## config.mk

```make
export PLATFORM = sky130hd
export DESIGN_NAME = binary_mul_13_1_uni
export DESIGN_NICKNAME = d
export VERILOG_FILES = /design/src/rtl/binary_mul_13_1_uni_pkg.sv /design/src/rtl/mul_csa_fa.sv /design/src/rtl/binary_mul_13_1_uni.sv
export SDC_FILE = /design/constraint.sdc
export NUM_CORES = 1
export LEC_CHECK = 0
export CORE_MARGIN = 5
export CORE_UTILIZATION = 63
export CTS_CLUSTER_SIZE = 10
export DETAILED_ROUTE_END_ITERATION = 8
export PLACE_DENSITY_LB_ADDON = 0.12
export SYNTH_ARGS = -nofsm -noshare
export SYNTH_HDL_FRONTEND = slang
export SYNTH_HIERARCHICAL = 1
export SYNTH_SLANG_ARGS = --single-unit
```

## constraint.sdc

```tcl
create_clock -name clk -period 0.8 [get_ports clk]
set_input_delay 0.12 -clock clk [delete_from_list [all_inputs] [get_ports clk]]
set_output_delay 0.12 -clock clk [all_outputs]
set_load 0.05 [all_outputs]
```

## src/rtl/binary_mul_13_1_uni_pkg.sv

```systemverilog
// Shared constants and elaboration-time helpers for the 13x13 unsigned multiplier.
// W is the operand width, PW the full product width.
// The csa_* functions describe the shape of the 3:2 carry-save reduction tree.
package binary_mul_13_1_uni_pkg;

    localparam int W  = 13;
    localparam int PW = 2 * W;

    // Number of rows present at a given level of the reduction tree.
    // Each level compresses every complete group of three rows into two
    // (sum row + shifted carry row) and passes the leftover rows straight through.
    function automatic int csa_rows(input int w, input int lvl);
        int n;
        n = w;
        for (int k = 0; k < lvl; k++) begin
            n = 2 * (n / 3) + (n % 3);
        end
        return n;
    endfunction

    // Number of compression levels needed to bring w rows down to two.
    function automatic int csa_levels(input int w);
        int n;
        int l;
        n = w;
        l = 0;
        while (n > 2) begin
            n = 2 * (n / 3) + (n % 3);
            l++;
        end
        return l;
    endfunction

    // Index of the first row of a level in the flattened row store
    // (rows of all earlier levels are packed in front of it).
    function automatic int csa_base(input int w, input int lvl);
        int s;
        s = 0;
        for (int k = 0; k < lvl; k++) begin
            s += csa_rows(w, k);
        end
        return s;
    endfunction

endpackage

```

## src/rtl/mul_csa_fa.sv

```systemverilog
// 1-bit full adder, the building block of the carry-save tree and the final adder.
// Ports: a, b, ci - addend bits and carry in; s - sum bit; co - carry out.
// Purely combinational, no state, no handshaking.
module mul_csa_fa (
    input  logic a,
    input  logic b,
    input  logic ci,
    output logic s,
    output logic co
);

    assign s  = a ^ b ^ ci;
    assign co = (a & b) | (a & ci) | (b & ci);

endmodule

```

## src/rtl/binary_mul_13_1_uni.sv

```systemverilog
// Unsigned WxW multiplier (partial products, carry-save tree, ripple CPA) with one output register.
// Ports: clk, rst_n (async active-low), en (capture enable), A/B operands, P registered product.
// Latency 1 cycle, throughput 1 pair/cycle; en=0 holds P and ignores A/B.
module binary_mul_13_1_uni
    import binary_mul_13_1_uni_pkg::*;
#(
    parameter int W = binary_mul_13_1_uni_pkg::W
) (
    input  logic            clk,
    input  logic            rst_n,
    input  logic            en,
    input  logic [W-1:0]    A,
    input  logic [W-1:0]    B,
    output logic [2*W-1:0]  P
);

    localparam int PW     = 2 * W;
    localparam int NLVL   = csa_levels(W);
    localparam int NROWS  = csa_base(W, NLVL + 1);
    localparam int FBASE  = csa_base(W, NLVL);

    // Every row of every tree level lives in one flat vector, PW bits per row,
    // so each bit is driven exactly once and consumed exactly once.
    logic [NROWS*PW-1:0] rows;

    // ------------------------------------------------------------------
    // Partial products: row i = (A & {W{B[i]}}) << i
    // ------------------------------------------------------------------
    for (genvar i = 0; i < W; i++) begin : g_pp
        assign rows[i*PW +: PW] = {{W{1'b0}}, (A & {W{B[i]}})} << i;
    end

    // ------------------------------------------------------------------
    // Carry-save reduction tree.
    // All arithmetic is modulo 2^PW: the carry out of the top column is
    // discarded, which is exact because the true product always fits in PW bits.
    // ------------------------------------------------------------------
    for (genvar l = 0; l < NLVL; l++) begin : g_lvl
        localparam int N  = csa_rows(W, l);
        localparam int NG = N / 3;
        localparam int IB = csa_base(W, l);
        localparam int OB = csa_base(W, l + 1);

        for (genvar g = 0; g < NG; g++) begin : g_grp
            localparam int R0 = (IB + 3*g) * PW;
            localparam int R1 = R0 + PW;
            localparam int R2 = R1 + PW;
            localparam int S  = (OB + 2*g) * PW;
            localparam int C  = S + PW;

            // Carry row is the column carries shifted up by one.
            assign rows[C] = 1'b0;

            for (genvar b = 0; b < PW - 1; b++) begin : g_bit
                mul_csa_fa u_fa (
                    .a  (rows[R0 + b]),
                    .b  (rows[R1 + b]),
                    .ci (rows[R2 + b]),
                    .s  (rows[S + b]),
                    .co (rows[C + b + 1])
                );
            end

            // Top column: only the sum is kept.
            assign rows[S + PW - 1] = rows[R0 + PW - 1] ^ rows[R1 + PW - 1] ^ rows[R2 + PW - 1];
        end

        // Rows that do not complete a group of three pass to the next level unchanged.
        for (genvar k = 0; k < N % 3; k++) begin : g_pass
            assign rows[(OB + 2*NG + k)*PW +: PW] = rows[(IB + 3*NG + k)*PW +: PW];
        end
    end

    // ------------------------------------------------------------------
    // Final carry-propagate adder on the two remaining rows.
    // ------------------------------------------------------------------
    logic [PW-1:0] cpa_x;
    logic [PW-1:0] cpa_y;
    logic [PW-1:0] cpa_c;
    logic [PW-1:0] prod;

    assign cpa_x    = rows[FBASE*PW +: PW];
    assign cpa_y    = rows[(FBASE + 1)*PW +: PW];
    assign cpa_c[0] = 1'b0;

    for (genvar b = 0; b < PW - 1; b++) begin : g_cpa
        mul_csa_fa u_fa (
            .a  (cpa_x[b]),
            .b  (cpa_y[b]),
            .ci (cpa_c[b]),
            .s  (prod[b]),
            .co (cpa_c[b + 1])
        );
    end

    assign prod[PW-1] = cpa_x[PW-1] ^ cpa_y[PW-1] ^ cpa_c[PW-1];

    // ------------------------------------------------------------------
    // Output register
    // ------------------------------------------------------------------
    always_ff @(posedge clk or negedge rst_n) begin
        if (!rst_n) begin
            P <= '0;
        end else if (en) begin
            P <= prod;
        end
    end

endmodule

```

==> impl_metrics.json, run 1 <==
{
  "finalHoldWorstSlack_ns": 0.194,
  "max_freq_mhz": 97.9,
  "setup.worst_path.start_class": "input port",
  "synth_seq_area_share_pct": 7.91,
  "reg2reg_to": "P[3]",
  "criticalPathCategory": "input port to register",
  "overflow": 0,
  "drt_first_pass_iters": 4,
  "max_cap_viol_count": 0,
  "floorplan.die_area_um2": 15400,
  "syn_inst": 562,
  "setup_violations": 52,
  "final-instance-count-excl-fill": 976,
  "syn_area_um2": 8230,
  "worst_clock_skew_ns": 0,
  "rows": 41,
  "hold_viol": 0,
  "outcome": "complete, but fails checks",
  "detailroute.via_count": 4996,
  "gp_congestion": 0.938,
  "portion_of_the_clock_cycle_consumed_by_the_worst_path_in_the_final_layout_pct": 1280,
  "path_delay_family": "adder cells",
  "place_hpwl_um": 15300,
  "route.antenna.remaining_nets": 0,
  "stdcell_area_um2": 10400,
  "io_buffer_count": 54,
  "power.ir.vdd_worst_mv": 6.41,
  "registers.top_by_ff_count": "P",
  "ys.warnings.count": 6,
  "tritoncts_clock_tree": "built",
  "placedInstanceArea_um2": 10100,
  "ioPinCount": 55,
  "crit_path_max_fo": 5,
  "worst_hold_check_path_type": "input port to asynchronous set/reset pin",
  "grt_pass1_wl_um": 32200,
  "failed_checks": "setup timing",
  "antenna_cells": 0,
  "power.density_nw_per_um2": 5020,
  "final_layout_size_suffix_gt1_share_pct": 20.4,
  "core-area_um2": 12700,
  "final_net_count": 1134,
  "finalWorstPathRequiredPeriod_ns": 10.21,
  "track_usage_pct": 26.8,
  "pin_count_of_the_biggest_net_entering_global_routing": 28,
  "fin_setup_tns_ns": -140.03,
  "worstPathRequired_ns": 1.01,
  "critical_path.most_common_cell": "sky130_fd_sc_hd__fa_2",
  "area.growth.synth_to_final_pct": 26.8,
  "ys_seq_elements": 26,
  "antenna_found_initial": 0,
  "largest_registers": "P (26)",
  "crit_arrival_ns": 10.43,
  "routed_wire_per_std_cell_um": 18.9,
  "critPathSlowestCell": "sky130_fd_sc_hd__fa_1",
  "clock_path_buffers": 2,
  "fin_ws_ns": -9.41,
  "wirelength_um": 18500,
  "die_w_um": 124,
  "slowest_delay_ns": 0.57,
  "finalPower_mw": 52.4,
  "dieHeight_um": 124,
  "grt_setup_unrepaired": "true",
  "cts_root_buf": "sky130_fd_sc_hd__clkbuf_16",
  "grt_pass1_vias": 6464,
  "h-tree-depth": 1,
  "cts_hold_repair.buffers": 0,
  "drt_iter0_markers": 255,
  "clkLatencyLatePin_ns": 0.28,
  "numClockSinks": 26,
  "slew_violations": 0,
  "cts_inserted_buffers": 3,
  "drcViolationCount": 0,
  "postLayoutCoreUtil_pct": 82.0,
  "worst_setup_hold_path_clk_slew_ns": 0.09,
  "dpl_worst_slack_ns": -10.30,
  "timing.critical_path.buf_inv": 1,
  "synth.distinct_cells": 13,
  "regToRegStartpoint": "P[3]",
  "dpl.cell_count": 957,
  "ff_to_ff_path_depth": 2,
  "rrSetupSlack_ns": -0.16,
  "effective_utilization_at_floorplan_pct": 64.7,
  "p_leak_nw": 5.01,
  "route.detailed.vias_per_inst": 5.12,
  "setup.worst_path.end_class": "register",
  "flip_flop_count_of_the_largest_register_all_copies_and_words_added": 26,
  "syn-mean-instance-area_um2": 14.6
}
## logic make-up (layout without fill, tap and decap cells)
group,after synthesis,count (layout),synth area share [%]
compound gates,1,1,0.0608
buf+inv,29,104,1.37
fa+ha+maj,300,300,73.0
flops,26,26,7.91
other cells,1,168,0.0456
xor+xnor,10,10,1.32
mux,25,25,3.42
simple gates,170,170,12.9
## layer usage
metal | wire (um) | GRT usage (%) | share of wire [%] | vias up
met1 | 6410 | 33.5 | 35 | 2725
met2 | 10400 | 47.9 | 56 | 208
met4 | 572 | 8.12 | 3.1 | 0
li1 | - | - | - | 2008
met3 | 1140 | 4.76 | 6.2 | 55
met5 | 0 | 0 | 0 | -
## layout make-up
type / count / area, um^2
fill: 748 / 2280
timing repair buffer: 100 / 1160
clock inverter: 1 / 30.0
tap: 172 / 215
multi-input combinational: 674 / 8310
sequential: 26 / 651
clock buffer: 3 / 75.1
## repair_timing
item | 4_1_cts | 5_1_grt
pin swaps | 19 | 15
cloned | 0 | 0
setup endpoints to repair | 52 | 52
buffers inserted | 12 | 5
gates resized for setup | 87 | 31
## cell usage in the layout (no fill, tap or decap)
cell type,count
sky130_fd_sc_hd__and2_1,152
sky130_fd_sc_hd__a21oi_1,1
sky130_fd_sc_hd__fa_2,30
sky130_fd_sc_hd__bufinv_16,1
sky130_fd_sc_hd__buf_8,2
sky130_fd_sc_hd__dlygate4sd2_1,2
sky130_fd_sc_hd__xor2_1,1
sky130_fd_sc_hd__clkbuf_16,3
sky130_fd_sc_hd__buf_12,29
sky130_fd_sc_hd__clkdlybuf4s50_1,12
sky130_fd_sc_hd__nor2_1,1
sky130_fd_sc_hd__buf_4,44
sky130_fd_sc_hd__buf_6,4
sky130_fd_sc_hd__xnor2_2,2
sky130_fd_sc_hd__and2_4,17
sky130_fd_sc_hd__buf_2,6
sky130_fd_sc_hd__dfrtp_1,26
sky130_fd_sc_hd__mux2_4,24
sky130_fd_sc_hd__mux2_2,1
sky130_fd_sc_hd__clkbuf_2,1
sky130_fd_sc_hd__xnor2_1,6
sky130_fd_sc_hd__fa_1,270
sky130_fd_sc_hd__xnor3_1,1
sky130_fd_sc_hd__conb_1,168
## how the worst max path moves through the flow
stage          startpoint     to  slack (ns)  depth (start not counted)
2_1_floorplan        B[0]  P[25]      -12.14                         35
3_3_place_gp         B[3]  P[25]      -10.03                         30
3_5_place_dp         A[2]  P[25]      -10.30                         30
4_1_cts              A[0]  P[25]       -9.51                         31
5_1_grt              A[1]  P[25]       -9.65                         30
6_report             A[1]  P[25]       -9.41                         30
## synthesized netlist by cell type
cell | n | share of area (%)
sky130_fd_sc_hd__fa_1 | 300 | 73
sky130_fd_sc_hd__and2_1 | 169 | 13
sky130_fd_sc_hd__clkbuf_1 | 26 | 1.2
sky130_fd_sc_hd__dfrtp_1 | 26 | 7.9
sky130_fd_sc_hd__mux2_2 | 25 | 3.4
sky130_fd_sc_hd__xnor2_1 | 7 | 0.75
sky130_fd_sc_hd__buf_2 | 3 | 0.18
sky130_fd_sc_hd__a21oi_1 | 1 | 0.061
sky130_fd_sc_hd__conb_1 | 1 | 0.046
sky130_fd_sc_hd__nor2_1 | 1 | 0.046
sky130_fd_sc_hd__xnor2_2 | 1 | 0.20
sky130_fd_sc_hd__xnor3_1 | 1 | 0.27
sky130_fd_sc_hd__xor2_1 | 1 | 0.11
## where the power goes
part	total, mW	switching [mW]	internal (mW)
clock network	1.65	0.647	1.00
logic	47.5	21.6	25.9
registers	3.25	0.790	2.46
total	52.4	23.0	29.4
Note: power is estimated with default switching activity, not from simulation.
==> run 2: changes to the inputs <==
==> constraint.sdc (replaced) <==
create_clock -name clk -period 0.8 [get_ports clk]
set_input_delay 0.12 -clock clk [delete_from_list [all_inputs] [get_ports clk]]
set_output_delay 0.12 -clock clk [all_outputs]
set_load 0.02 [all_outputs]
==> impl_metrics.json, run 2 (synthesized netlist as in run 1, its figures left out) <==
{
  "routed_wire_per_std_cell_um": 18.6,
  "route.detailed.vias_per_inst": 5.03,
  "rows": 41,
  "finalWorstPathRequiredPeriod_ns": 10.19,
  "wirelength_um": 18200,
  "crit_path_max_fo": 4,
  "finalHoldWorstSlack_ns": 0.182,
  "registers.top_by_ff_count": "P",
  "drt_first_pass_iters": 4,
  "worst_setup_hold_path_clk_slew_ns": 0.08,
  "power.ir.vdd_worst_mv": 4.45,
  "worst_hold_check_path_type": "input port to asynchronous set/reset pin",
  "flip_flop_count_of_the_largest_register_all_copies_and_words_added": 26,
  "clkLatencyLatePin_ns": 0.28,
  "clock_path_buffers": 2,
  "route.antenna.remaining_nets": 0,
  "grt_pass1_wl_um": 32400,
  "area.growth.synth_to_final_pct": 24.7,
  "critical_path.most_common_cell": "sky130_fd_sc_hd__fa_2",
  "slowest_delay_ns": 0.57,
  "io_buffer_count": 54,
  "grt_pass1_vias": 6489,
  "crit_arrival_ns": 10.41,
  "numClockSinks": 26,
  "failed_checks": "setup timing",
  "largest_registers": "P (26)",
  "layout.cells.most_common": "sky130_fd_sc_hd__fa_1",
  "dieHeight_um": 124,
  "criticalPathCategory": "input port to register",
  "track_usage_pct": 26.7,
  "effective_utilization_at_floorplan_pct": 64.7,
  "cts_hold_repair.buffers": 0,
  "antenna_cells": 0,
  "portion_of_the_clock_cycle_consumed_by_the_worst_path_in_the_final_layout_pct": 1270,
  "detailroute.via_count": 4919,
  "grt_setup_unrepaired": "true",
  "setup.worst_path.start_class": "input port",
  "pin_count_of_the_biggest_net_entering_global_routing": 28,
  "setup_violations": 52,
  "tritoncts_clock_tree": "built",
  "power.density_nw_per_um2": 4790,
  "final_cell_mix": "sky130_fd_sc_hd__fa_1, sky130_fd_sc_hd__conb_1, sky130_fd_sc_hd__and2_1",
  "cts_inserted_buffers": 3,
  "gp_congestion": 0.910,
  "ioPinCount": 55,
  "drcViolationCount": 0,
  "p_leak_nw": 4.95,
  "place_hpwl_um": 15000,
  "worst_clock_skew_ns": 0,
  "slew_violations": 0,
  "max_cap_viol_count": 0,
  "h-tree-depth": 1,
  "finalPower_mw": 49.1,
  "worstPathRequired_ns": 1.02,
  "dpl_worst_slack_ns": -10.19,
  "core-area_um2": 12700,
  "hold_viol": 0,
  "cts_root_buf": "sky130_fd_sc_hd__clkbuf_16",
  "floorplan.die_area_um2": 15400,
  "critPathSlowestCell": "sky130_fd_sc_hd__fa_1",
  "antenna_found_initial": 0,
  "overflow": 0,
  "die_w_um": 124,
  "drt_iter0_markers": 273,
  "final_layout_size_suffix_gt1_share_pct": 20.7,
  "final_net_count": 1136,
  "outcome": "complete, but fails checks",
  "fin_ws_ns": -9.39,
  "max_freq_mhz": 98.2,
  "setup.worst_path.end_class": "register"
}
[run 2: changes by cell type in the layout (fill, tap and decap cells not counted), sizes merged]
cell / change
buf: +1
dlygate4sd2: -1
dlymetal6s2s: +1
clkbuf: +1
[run 2: critical path, delay by kind of cell]
kind	cells	cell delay (ns)
adders and majority gates	24	9.31
xor gates and xnor gates	3	0.59
and+or+nand+nor	1	0.15
AOI/OAI and AO/OA	1	0.14
buffers and inverters	1	0.10
[run 2: worst paths after layout]
| kind | from | endpoint | slack, ns | depth (start not counted) |
|---|---|---|---|---|
| setup reg to reg | P[20] | P[20] | -0.13 | 2 |
| hold reg to reg | P[9] | P[9] | 0.54 | 1 |
| hold / removal | rst_n | P[13] | 0.18 | 2 |
| setup / recovery | B[4] | P[25] | -9.39 | 30 |
| max in group asynchronous | rst_n | P[20] | 0.44 | 2 |
| min in group clk | P[9] | P[9] | 0.54 | 1 |
[run 2: cell type report]
| type | count | area [um^2] |
|---|---|---|
| Multi-Input combinational cell | 674 | 8300 |
| Fill cell | 752 | 2460 |
| Timing Repair Buffer | 102 | 995 |
| Sequential cell | 26 | 651 |
| Tap cell | 172 | 215 |
| Clock buffer | 3 | 75.1 |
| Clock inverter | 1 | 30.0 |
[run 2: power breakdown]
group | leakage (nW) | total (mW) | switching, mW | internal [mW]
Sequential | 0.303 | 2.99 | 0.539 | 2.45
Clock | 0.0511 | 1.65 | 0.643 | 1.00
Combinational | 4.60 | 44.5 | 20.4 | 24.1
[run 2: through the flow]
step                setup TNS, ns  cells  utilization [%]  area [um^2]
global route              -142.11    978             80.7        10300
global placement          -160.14    963             77.9         9900
CTS                       -141.19    980             80.1        10200
detailed placement        -162.72    963             77.9         9900
finish                    -138.30    978             80.7        10300
floorplan                 -200.19    729                -         9000
[run 2: layer usage]
metal | routed length (um) | vias to the layer above | global-route usage, %
li1 | - | 2011 | -
met1 | 6390 | 2716 | 33.5
met3 | 1050 | 36 | 4.55
met4 | 474 | 0 | 7.41
met5 | 0 | - | 0
met2 | 10300 | 156 | 48.1
[run 2: repair_timing]
item	4_1_cts	5_1_grt
pin swaps	29	18
resized for setup	244	34
setup buffers	13	0
hold endpoints to repair	0	0
setup endpoints to repair	52	52
==> run 3: changes to the inputs <==
--- a/config.mk
+++ b/config.mk
@@ -14,3 +14,4 @@
 export SYNTH_HDL_FRONTEND = slang
 export SYNTH_HIERARCHICAL = 1
 export SYNTH_SLANG_ARGS = --single-unit
+export TNS_END_PERCENT = 5
==> impl_metrics.json, run 3 (synthesized netlist as in run 1, its figures left out) <==
{
  "outcome": "complete, but fails checks",
  "failed_checks": "setup timing",
  "tritoncts_clock_tree": "built",
  "effective_utilization_at_floorplan_pct": 64.7,
  "critical_path.most_common_cell": "sky130_fd_sc_hd__fa_2",
  "crit_path_max_fo": 7,
  "wirelength_um": 17700,
  "die_w_um": 124,
  "multi_input_comb_area_um2": 8260,
  "worstPathRequired_ns": 1.00,
  "antenna_cells": 0,
  "track_usage_pct": 25.5,
  "drt_first_pass_iters": 4,
  "critPathSlowestCell": "sky130_fd_sc_hd__fa_2",
  "core-area_um2": 12700,
  "dpl.cell_count": 969,
  "sw_share_pct": 44.6,
  "area.growth.synth_to_final_pct": 22.0,
  "io_buffer_count": 54,
  "routed_wire_per_std_cell_um": 18.2,
  "power.ir.vdd_worst_mv": 3.79,
  "registers.top_by_ff_count": "P",
  "drt_iter0_markers": 232,
  "power.share.clock_pct": 3.4,
  "floorplan.die_area_um2": 15400,
  "p_leak_nw": 4.83,
  "finalHoldWorstSlack_ns": 0.189,
  "route.detailed.vias_per_inst": 4.94,
  "power.density_nw_per_um2": 4620,
  "detailroute.via_count": 4809,
  "rows": 41,
  "final_cell_mix": "sky130_fd_sc_hd__fa_1, sky130_fd_sc_hd__conb_1, sky130_fd_sc_hd__and2_1",
  "intPower_mw": 25.7,
  "flip_flop_count_of_the_largest_register_all_copies_and_words_added": 26,
  "dpl_worst_slack_ns": -10.33,
  "fin_ws_ns": -9.39,
  "crit_arrival_ns": 10.39,
  "grt_setup_unrepaired": "true",
  "cts_root_buf": "sky130_fd_sc_hd__clkbuf_16",
  "setup_violations": 52,
  "slew_violations": 0,
  "final_layout_size_suffix_gt1_share_pct": 19.7,
  "largest_registers": "P (26)",
  "slowest_delay_ns": 0.58,
  "max_cap_viol_count": 0,
  "max_freq_mhz": 98.2,
  "h-tree-depth": 1,
  "ioPinCount": 55,
  "finalWorstPathRequiredPeriod_ns": 10.19,
  "pin_count_of_the_biggest_net_entering_global_routing": 27,
  "overflow": 0,
  "area_of_all_sequential_standard_cells_um2": 651,
  "worst_hold_check_path_type": "input port to asynchronous set/reset pin",
  "final-instance-count-excl-fill": 973,
  "cts_inserted_buffers": 3,
  "setup.worst_path.start_class": "input port",
  "final_net_count": 1131,
  "grt_pass1_wl_um": 30900,
  "worst_clock_skew_ns": 0,
  "dieHeight_um": 124,
  "clock_path_buffers": 2,
  "grt_pass1_vias": 6207,
  "antenna_found_initial": 0,
  "power_switching_mw": 20.7,
  "portion_of_the_clock_cycle_consumed_by_the_worst_path_in_the_final_layout_pct": 1270,
  "layout.cells.most_common": "sky130_fd_sc_hd__fa_1",
  "fillers": 763,
  "numClockSinks": 26,
  "place_hpwl_um": 15200,
  "route.antenna.remaining_nets": 0,
  "worst_setup_hold_path_clk_slew_ns": 0.08,
  "pwr-share-seq_pct": 6.2,
  "combinational_power_share_pct": 90.4,
  "setup.worst_path.end_class": "register",
  "hold_viol": 0,
  "criticalPathCategory": "input port to register",
  "clkLatencyLatePin_ns": 0.27,
  "drcViolationCount": 0,
  "gp_congestion": 0.878
}
## run 3: cell types whose count changed in the layout (fill, tap and decap cells not counted), sizes merged
| cell | change |
|---|---|
| dlymetal6s2s | -1 |
| dlygate4sd2 | +1 |
| buf | -3 |
| clkbuf | -2 |
## run 3: per-stage QoR
stage	util, %	setup TNS, ns	total power, mW	area [um^2]
after floorplan	-	-137.49	33.3	8940
after global placement	78.0	-163.48	42.3	9920
after detailed placement	78.0	-165.69	43.7	9920
after CTS	78.2	-139.93	45.8	9950
after global routing	78.9	-141.70	50.8	10000
final	78.9	-138.64	46.4	10000
## run 3: critical path: cells and delay by family
family / cells / cell delay (ns)
and+or+nand+nor: 1 / 0.15
adders and majority gates: 24 / 9.23
AOI/OAI and AO/OA: 1 / 0.16
buffers and inverters: 1 / 0.11
xor gates and xnor gates: 3 / 0.62
## run 3: metal layers
metal | track usage, % | vias to the layer above | routed length, um
met4 | 7.29 | 0 | 441
met1 | 32.7 | 2652 | 6470
met2 | 46.7 | 127 | 10000
met3 | 2.40 | 28 | 774
met5 | 0 | - | 0
li1 | - | 2002 | -
## run 3: worst paths after layout
path                       startpoint  endpoint  slack [ns]  depth (start not counted)
max reg2reg                     P[24]     P[24]       -0.09                          2
min reg2reg                      P[1]      P[1]        0.51                          1
max in group asynchronous       rst_n     P[24]        0.42                          2
max                              B[0]     P[25]       -9.39                         30
min                             rst_n      P[9]        0.19                          2
min in group clk                 P[1]      P[1]        0.51                          1
## run 3: power by group through the flow
stage	registers (mW)	logic (mW)	clock network (mW)
after floorplan	3.75	29.5	0
after global placement	2.82	39.4	0
after detailed placement	2.87	40.8	0
after CTS	2.84	41.4	1.63
after global routing	2.92	46.2	1.64
final	2.87	42.0	1.59
## run 3: timing repair
item,in CTS,in global routing
pin swaps,43,21
gates resized for setup,198,38
endpoints found under the setup margin,52,52
buffers inserted,1,0
hold buffers,0,0
## run 3: area by class of cell
type	instances	area share [%]
Clock buffer	3	0.747
Clock inverter	1	0.299
Multi-Input combinational cell	674	82.2
Sequential cell	26	6.48
Tap cell	172	2.14
Timing Repair Buffer	97	8.09
